[config.mk]
export PLATFORM = sky130hd
export DESIGN_NAME = uart_rx_fifo_flat
export DESIGN_NICKNAME = d
export VERILOG_FILES = /design/src/rtl/uart_rx_fifo_if.sv /design/src/rtl/uart_rx_fifo.sv /design/src/flat_wrapper.sv
export SDC_FILE = /design/constraint.sdc
export NUM_CORES = 1
export LEC_CHECK = 0
export BUFFER_PORTS_ARGS = -buffer_cell sky130_fd_sc_hd__buf_4
export CORE_MARGIN = 2
export CORE_UTILIZATION = 50
export CTS_CLUSTER_DIAMETER = 200
export DETAILED_ROUTE_END_ITERATION = 7
export PLACE_DENSITY_LB_ADDON = 0.2
export SLEW_MARGIN = 0
export SYNTH_ARGS = -nofsm -noshare
export SYNTH_HDL_FRONTEND = slang
export SYNTH_SLANG_ARGS = --single-unit
[constraint.sdc]
create_clock -name clk -period 2.8 [get_ports clk]
set_input_delay 0.14 -clock clk [delete_from_list [all_inputs] [get_ports clk]]
set_output_delay 0.14 -clock clk [all_outputs]
set_load 0.005 [all_outputs]
[src/rtl/uart_rx_fifo_if.sv]
// uart_rx_fifo_if
// Groups the byte-buffer handshake between the UART receiver / command
// interface (master) and the receive FIFO (slave).
//   i_data     : received byte, meaningful while i_valid is high
//   i_valid    : single-cycle write strobe from the receiver
//   i_pop      : consumer acknowledges the head byte
//   i_clr_ovf  : clears the sticky overflow flag
//   o_data     : head byte (fall-through), 0 when empty
//   o_valid    : at least one byte stored
//   o_empty    : no bytes stored
//   o_full     : DEPTH bytes stored
//   o_count    : occupancy 0..DEPTH
//   o_overflow : sticky, a write was dropped while full
interface uart_rx_fifo_if #(
    parameter int N     = 8,
    parameter int DEPTH = 16
);
    logic [N-1:0]             i_data;
    logic                     i_valid;
    logic                     i_pop;
    logic                     i_clr_ovf;
    logic [N-1:0]             o_data;
    logic                     o_valid;
    logic                     o_empty;
    logic                     o_full;
    logic [$clog2(DEPTH):0]   o_count;
    logic                     o_overflow;

    modport master (
        output i_data, i_valid, i_pop, i_clr_ovf,
        input  o_data, o_valid, o_empty, o_full, o_count, o_overflow
    );

    modport slave (
        input  i_data, i_valid, i_pop, i_clr_ovf,
        output o_data, o_valid, o_empty, o_full, o_count, o_overflow
    );
endinterface

[src/rtl/uart_rx_fifo.sv]
// uart_rx_fifo
// Receive-side byte buffer between the UART receiver and the command
// interface. Captures every strobed byte, presents bytes in arrival order
// through a first-word-fall-through pop handshake and flags bytes dropped
// because the buffer was full.
// Ports:
//   clk   : system clock, all state updates on the rising edge
//   reset : asynchronous active-low reset, clears pointers and overflow
//   bus   : uart_rx_fifo_if slave modport (write strobe, pop, status, head)
module uart_rx_fifo #(
    parameter int N     = 8,
    parameter int DEPTH = 16
) (
    input  logic             clk,
    input  logic             reset,
    uart_rx_fifo_if.slave    bus
);
    localparam int AW = $clog2(DEPTH);

    logic [N-1:0] mem [DEPTH];
    logic [AW:0]  wr_ptr;
    logic [AW:0]  rd_ptr;
    logic         overflow;
    logic         empty;
    logic         full;
    logic         do_push;
    logic         do_pop;
    logic         drop;

    // Pointers carry one extra bit so that equal low bits can mean either
    // empty (same lap) or full (writer one lap ahead).
    assign empty = (wr_ptr == rd_ptr);
    assign full  = (wr_ptr[AW-1:0] == rd_ptr[AW-1:0]) && (wr_ptr[AW] != rd_ptr[AW]);

    // A write while full is still accepted when the head is popped in the
    // same cycle, because that pop frees the slot being written.
    assign do_pop  = bus.i_pop && !empty;
    assign do_push = bus.i_valid && (!full || bus.i_pop);
    assign drop    = bus.i_valid && full && !bus.i_pop;

    // Storage has no reset: stale entries are unreachable once the
    // pointers are cleared.
    always_ff @(posedge clk) begin
        if (do_push) begin
            mem[wr_ptr[AW-1:0]] <= bus.i_data;
        end
    end

    // Pointer and overflow state; a new drop takes priority over a clear.
    always_ff @(posedge clk or negedge reset) begin
        if (!reset) begin
            wr_ptr   <= '0;
            rd_ptr   <= '0;
            overflow <= 1'b0;
        end else begin
            if (do_push) begin
                wr_ptr <= wr_ptr + 1'b1;
            end
            if (do_pop) begin
                rd_ptr <= rd_ptr + 1'b1;
            end
            if (drop) begin
                overflow <= 1'b1;
            end else if (bus.i_clr_ovf) begin
                overflow <= 1'b0;
            end
        end
    end

    assign bus.o_data     = empty ? '0 : mem[rd_ptr[AW-1:0]];
    assign bus.o_valid    = !empty;
    assign bus.o_empty    = empty;
    assign bus.o_full     = full;
    assign bus.o_count    = wr_ptr - rd_ptr;
    assign bus.o_overflow = overflow;
endmodule

[src/flat_wrapper.sv]
// flat-port wrapper written by rule: the top's interface ports become plain ports
module uart_rx_fifo_flat 
#(
    parameter int N     = 8,
    parameter int DEPTH = 16
)
  (clk, reset, bus_i_data, bus_i_valid, bus_i_pop, bus_i_clr_ovf, bus_o_data, bus_o_valid, bus_o_empty, bus_o_full, bus_o_count, bus_o_overflow);
  uart_rx_fifo_if #(.N(N), .DEPTH(DEPTH)) bus_i ();
  input  logic clk;
  input  logic reset;
  input wire logic [$bits(bus_i.i_data)-1:0] bus_i_data;
  input wire logic [$bits(bus_i.i_valid)-1:0] bus_i_valid;
  input wire logic [$bits(bus_i.i_pop)-1:0] bus_i_pop;
  input wire logic [$bits(bus_i.i_clr_ovf)-1:0] bus_i_clr_ovf;
  output wire logic [$bits(bus_i.o_data)-1:0] bus_o_data;
  output wire logic [$bits(bus_i.o_valid)-1:0] bus_o_valid;
  output wire logic [$bits(bus_i.o_empty)-1:0] bus_o_empty;
  output wire logic [$bits(bus_i.o_full)-1:0] bus_o_full;
  output wire logic [$bits(bus_i.o_count)-1:0] bus_o_count;
  output wire logic [$bits(bus_i.o_overflow)-1:0] bus_o_overflow;
  assign bus_i.i_data = bus_i_data;
  assign bus_i.i_valid = bus_i_valid;
  assign bus_i.i_pop = bus_i_pop;
  assign bus_i.i_clr_ovf = bus_i_clr_ovf;
  assign bus_o_data = bus_i.o_data;
  assign bus_o_valid = bus_i.o_valid;
  assign bus_o_empty = bus_i.o_empty;
  assign bus_o_full = bus_i.o_full;
  assign bus_o_count = bus_i.o_count;
  assign bus_o_overflow = bus_i.o_overflow;
  uart_rx_fifo #(.N(N), .DEPTH(DEPTH)) u_core (.clk(clk), .reset(reset), .bus(bus_i));
endmodule
-- Word level (Yosys, flattened, before mapping)
Memories as Yosys holds them, arrays and structs flattened.
Cells that the tools add are included.
- magnitude comparators: 0
- reduce and logical (&&, ||, !) cells: 10
- $add $sub $neg: 3
- eq/ne operators: 3
- divide/modulo/power cells: 0
- mux-type cells: 5
- multipliers: 0
- bitwise gates (word level): 0
- shift operators: 0
- operators by type and width (cell ; count):
    5-bit by 1-bit adder with 5-bit output, second input constant ; 2
    8-bit two-way mux ; 1
    5-bit == test ; 1
    1-bit logical AND ; 5
    5-bit subtractor ; 1
    4-bit == test ; 1
    1-bit two-way mux ; 4
    1-bit zero test ; 3
    2-bit nonzero test ; 1
    1-bit logical OR ; 1
    1-bit inequality test ; 1
- input port bits: 13
- memories: 1
- flip-flop bits (word level): 11
- logic and storage cells: 25
- ROM bits: 0
- bits in latches: 0
- bits in writable memories: 128
- memories (memory ; depth ; width ; read ports ; clocked after Yosys merged registers in ; write ports ; line ; RTL):
    u_core.mem ; 16 ; 8 ; 1 ; 0 ; 1 ; uart_rx_fifo.sv:20 ; logic [N-1:0] mem [DEPTH];

-- Longest topological paths before layout
- depth in word-level cells: 7
- gate-level depth with buffers: 10
- depth with buffers taken out: 7

-- Least setup slack after synthesis
Ideal clock, no wire load.
- path kind: register to register
- start point: register u_core.rd_ptr[1]
- end point: memory u_core.mem[3][0] (enable)
- stages on the path, launching flop included: 10
- library setup time: 383 ps
- setup slack: 27 ps
- required time: 2417 ps
- arrival time: 2389 ps
- cell sequence: dfrtp_1 -> buf_2 -> clkbuf_1 -> inv_1 -> ha_1 -> nand4_1 -> o31a_1 -> buf_2 -> nand2_1 -> nor3_1
- cells in the longest elaborated chain, start to end: 7
- ends and longest elaborated chain (what ; line ; RTL):
    start, declared ; uart_rx_fifo.sv:22 ; logic [AW:0] rd_ptr;
    start signal, assigned ; uart_rx_fifo.sv:60 ; rd_ptr <= rd_ptr + 1'b1;
    4-bit == test ; uart_rx_fifo.sv:33 ; assign full = (wr_ptr[AW-1:0] == rd_ptr[AW-1:0]) && (wr_ptr[AW] != rd_ptr[AW]);
    1-bit logical AND ; uart_rx_fifo.sv:33 ;
    1-bit zero test ; uart_rx_fifo.sv:38 ; assign do_push = bus.i_valid && (!full || bus.i_pop);
    1-bit logical OR ; uart_rx_fifo.sv:38 ;
    1-bit logical AND ; uart_rx_fifo.sv:38 ;
    1-bit two-way mux ; uart_rx_fifo.sv:44 ; if (do_push) begin
    1-bit two-way mux (implied by the code) ; uart_rx_fifo.sv:45 ; mem[wr_ptr[AW-1:0]] <= bus.i_data;
    end, declared ; uart_rx_fifo.sv:20 ;
Every way passes these cells.

-- Worst setup path after layout
- start point: register u_core.wr_ptr[0]
- end point: output port bus_o_data[2]
- cells in the longest elaborated chain, start to end: 2
- ends and longest elaborated chain (what ; line ; RTL):
    start, declared ; uart_rx_fifo.sv:21 ; logic [AW:0] wr_ptr;
    start signal, assigned ; uart_rx_fifo.sv:57 ; wr_ptr <= wr_ptr + 1'b1;
    5-bit == test ; uart_rx_fifo.sv:32 ; assign empty = (wr_ptr == rd_ptr);
    8-bit two-way mux ; uart_rx_fifo.sv:70 ; assign bus.o_data = empty ? '0 : mem[rd_ptr[AW-1:0]];
    end, declared ; flat_wrapper.sv:15 ; output wire logic [$bits(bus_i.o_data)-1:0] bus_o_data;
Every way passes these cells.

==> run metrics <==
status=finished clean; drt pass-1 iters=4; Synth Register Bits=139; HP Class=input port to register; Seq/Total Area, Yosys=72.3%; static leakage=roughly 2.3 nW; Hold Fails Final Rpt=0; all-layer global routing usage=19.3%; combinational group share of total power=37.0%; R2R Setup Slk=0.21 ns; initial cell density of the core=51.9%; P_int=~0.0049 W; max-cap violations=0; Vias=between 2,000 and 3,000; Area Overhead vs Synth=16.4%; Critical Path AT=between 2 and 3 ns; die height=111 µm; # diodes=0; Final Setup Violations=0; Multi-input gate area=1450 µm²; top-count cell post-synth=edfxtp_1; R2R cell count=6; syn avg cell area=19.3 µm²; area leader, netlist=edfxtp_1; sequential cell area=4120 µm²; HPWL Detailed=7030 µm; Root Buffer=clkbuf_16; net count after synthesis=318; TritonCTS clock tree=done; clock power share=25.6%; Netlist Area Pre-Place=5700 µm²; async set-reset flop share out of synthesis=7.91%; clk slew on worst S/H paths=0.05 ns; share of layout cells above drive strength 1=25.6%; Cells after Synth=~300; DR vias/cell=5.69; die width=111 µm; worst setup path class=register to output pin; Max Fclk=376 MHz; VDD IR max=around 0.63 mV; # IOs=30; ANT nets after route=0; DR DRC count=0; Nets=373; reg2reg start=u_core.wr_ptr[0]$_DFFE_PN0P_; CP startpoint kind=register; routed wire length=roughly 11,000 µm; share of power burned in registers=37.4%; antenna violations before repair=0; Layout Utilization=60.4%; number of global-route vias before repair=2,881; synth top area cells=edfxtp_1, mux4_2, mux4_1, dfrtp_1, ha_1; Worst setup endpoint=bus_o_data[2]; fill cell count=808; Port-buffer cells=29; min cycle time layout=2.66 ns; top cell type's share of synthesized area=67.5%; core area=11,000 µm²; DR iter-0 viols=229; clk buf depth=2; Synth Flop Type=edfxtp_1; CP Data Required Time=2.66 ns; Pwr Total=0.00707 W; Slew headroom=between 40% and 50%; top post-synthesis cells by count=edfxtp_1, nand2_1, mux4_2, nor2_1; Die Area=between 10,000 and 15,000 µm²; Worst-Skew Late Latency=0.41 ns; crit path capture type=output pin; pwr dens=~1100 nW/µm²; row count=38; Setup TNS Final=0 ns; Unique masters post-synth=33; period utilization=95.0%; clock sinks=139; Max Clock Skew=0.00601 ns; EDFF count, synth=128; Warnings, synthesis=0; unrepaired setup endpoints after global routing=no; RR Endpoint=u_core.mem[9][1]$_DFFE_PP_; switching part of the total=a little under a third; crit path launch=u_core.wr_ptr[0]$_DFFE_PN0P_; crit-path max FO=8; Net Sw Power=0.00216 W; routed len/inst=22.3 µm; cts bufs inserted=17; H-tree depth=4; largest net degree at the start of global routing=36; total global routing overflow=0; RePlAce Congestion=0.756; fin. max-slew vios=0; Slew @ Worst Pin=0.818 ns; first-pass GRT wire length=16,900 µm
-- cell usage in the layout, fill, tap and decap left out, drive strengths merged --
| cell | n |
|---|---|
| nand2b | 2 |
| dlygate4sd3 | 3 |
| and3 | 2 |
| or2 | 1 |
| a221o | 8 |
| clkbuf | 20 |
| mux2 | 1 |
| nand3 | 3 |
| a21o | 2 |
| xnor2 | 11 |
| fa | 1 |
| xor2 | 2 |
| ha | 9 |
| nand4 | 3 |
| mux4 | 32 |
| nand3b | 1 |
| clkinv | 8 |
| nor2 | 12 |
| a21oi | 10 |
| o31a | 1 |
| o21ai | 3 |
| inv | 10 |
| nand2 | 23 |
| buf | 46 |
| edfxtp | 128 |
| dfrtp | 11 |
| nor3 | 6 |
-- state kept, by name (all words and copies together), names as in the netlist --
name and count:
u_core.bus.o_overflow 1, u_core.mem 128, u_core.rd_ptr 5, u_core.wr_ptr 5
-- kinds of logic after synthesis --
group | share of synthesized area [%]
AOI/OAI and AO/OA | 2.97
xor gates and xnor gates | 2.00
adders and majority gates | 2.33
buffers and inverters | 2.33
DFF | 72.3
muxes | 13.6
and+or+nand+nor | 4.50
-- worst min path at each step --
stage                                        end  slack (ns)  cells past startpoint     startpoint
6_report            u_core.rd_ptr[4]$_DFFE_PN0P_        0.04                      3      bus_i_pop
5_1_grt              u_core.mem[10][6]$_DFFE_PP_        0.05                      1  bus_i_data[6]
4_1_cts             u_core.rd_ptr[4]$_DFFE_PN0P_        0.03                      3      bus_i_pop
3_5_place_dp        u_core.rd_ptr[1]$_DFFE_PN0P_       -0.01                      1          reset
3_3_place_gp        u_core.rd_ptr[1]$_DFFE_PN0P_       -0.02                      1          reset
2_1_floorplan  u_core.bus.o_overflow$_DFFE_PN0P_       -0.16                      0          reset
-- final cells by class --
class	instances	share of cell area (%)
repair buffers	49	5.72
clock inverters	8	0.491
inverters	10	0.604
flip-flops and latches	139	62.2
multi-input cells	133	21.8
well taps	140	2.64
clock buffers	20	6.59
-- worst max-delay path: stages, from the launching register on --
cell     delay, ns
dfrtp_1       0.41
inv_1         0.16
ha_1          0.28
nand4_1       0.17
or2_1         0.29
inv_4         0.08
nor3_4        0.34
a221o_1       0.27
buf_4         0.12
-- stage by stage --
step           area, µm²  setup slack [ns]  instances  hold WS (ns)
4_1_cts             6630             0.110        499        0.0274
3_3_place_gp        6130             0.391        468       -0.0172
3_5_place_dp        6130             0.254        468       -0.0124
6_report            6630             0.140        499        0.0432
2_1_floorplan       5700            0.0272        295        -0.156
5_1_grt             6630            0.0152        499        0.0511
-- power by group through the flow --
stage / registers, W / clock network, W / logic (W)
after detailed placement: 0.00268 / 0 / 0.00263
after global placement: 0.00267 / 0 / 0.00262
after floorplan: 0.00266 / 0 / 0.00169
after CTS: 0.00265 / 0.00184 / 0.00265
after global routing: 0.00267 / 0.00193 / 0.00283
final: 0.00265 / 0.00181 / 0.00262
-- routing by layer --
| metal | routed length [µm] | global-route usage [%] | vias up |
|---|---|---|---|
| li1 | - | - | 1288 |
| met1 | 4760 | 25.6 | 1448 |
| met2 | 5460 | 30.0 | 88 |
| met3 | 712 | 6.56 | 16 |
| met4 | 177 | 7.33 | 0 |
| met5 | 0 | 0 | - |
-- repair_timing --
action                                  in CTS  in global routing
endpoints found under the setup margin       1                  0
buffers inserted                             0                  0
gates resized for setup                      1                  0
hold buffers                                 3                  0
hold endpoints to repair                    12                  0
No activity file was read; power rests on OpenSTA's default activity.
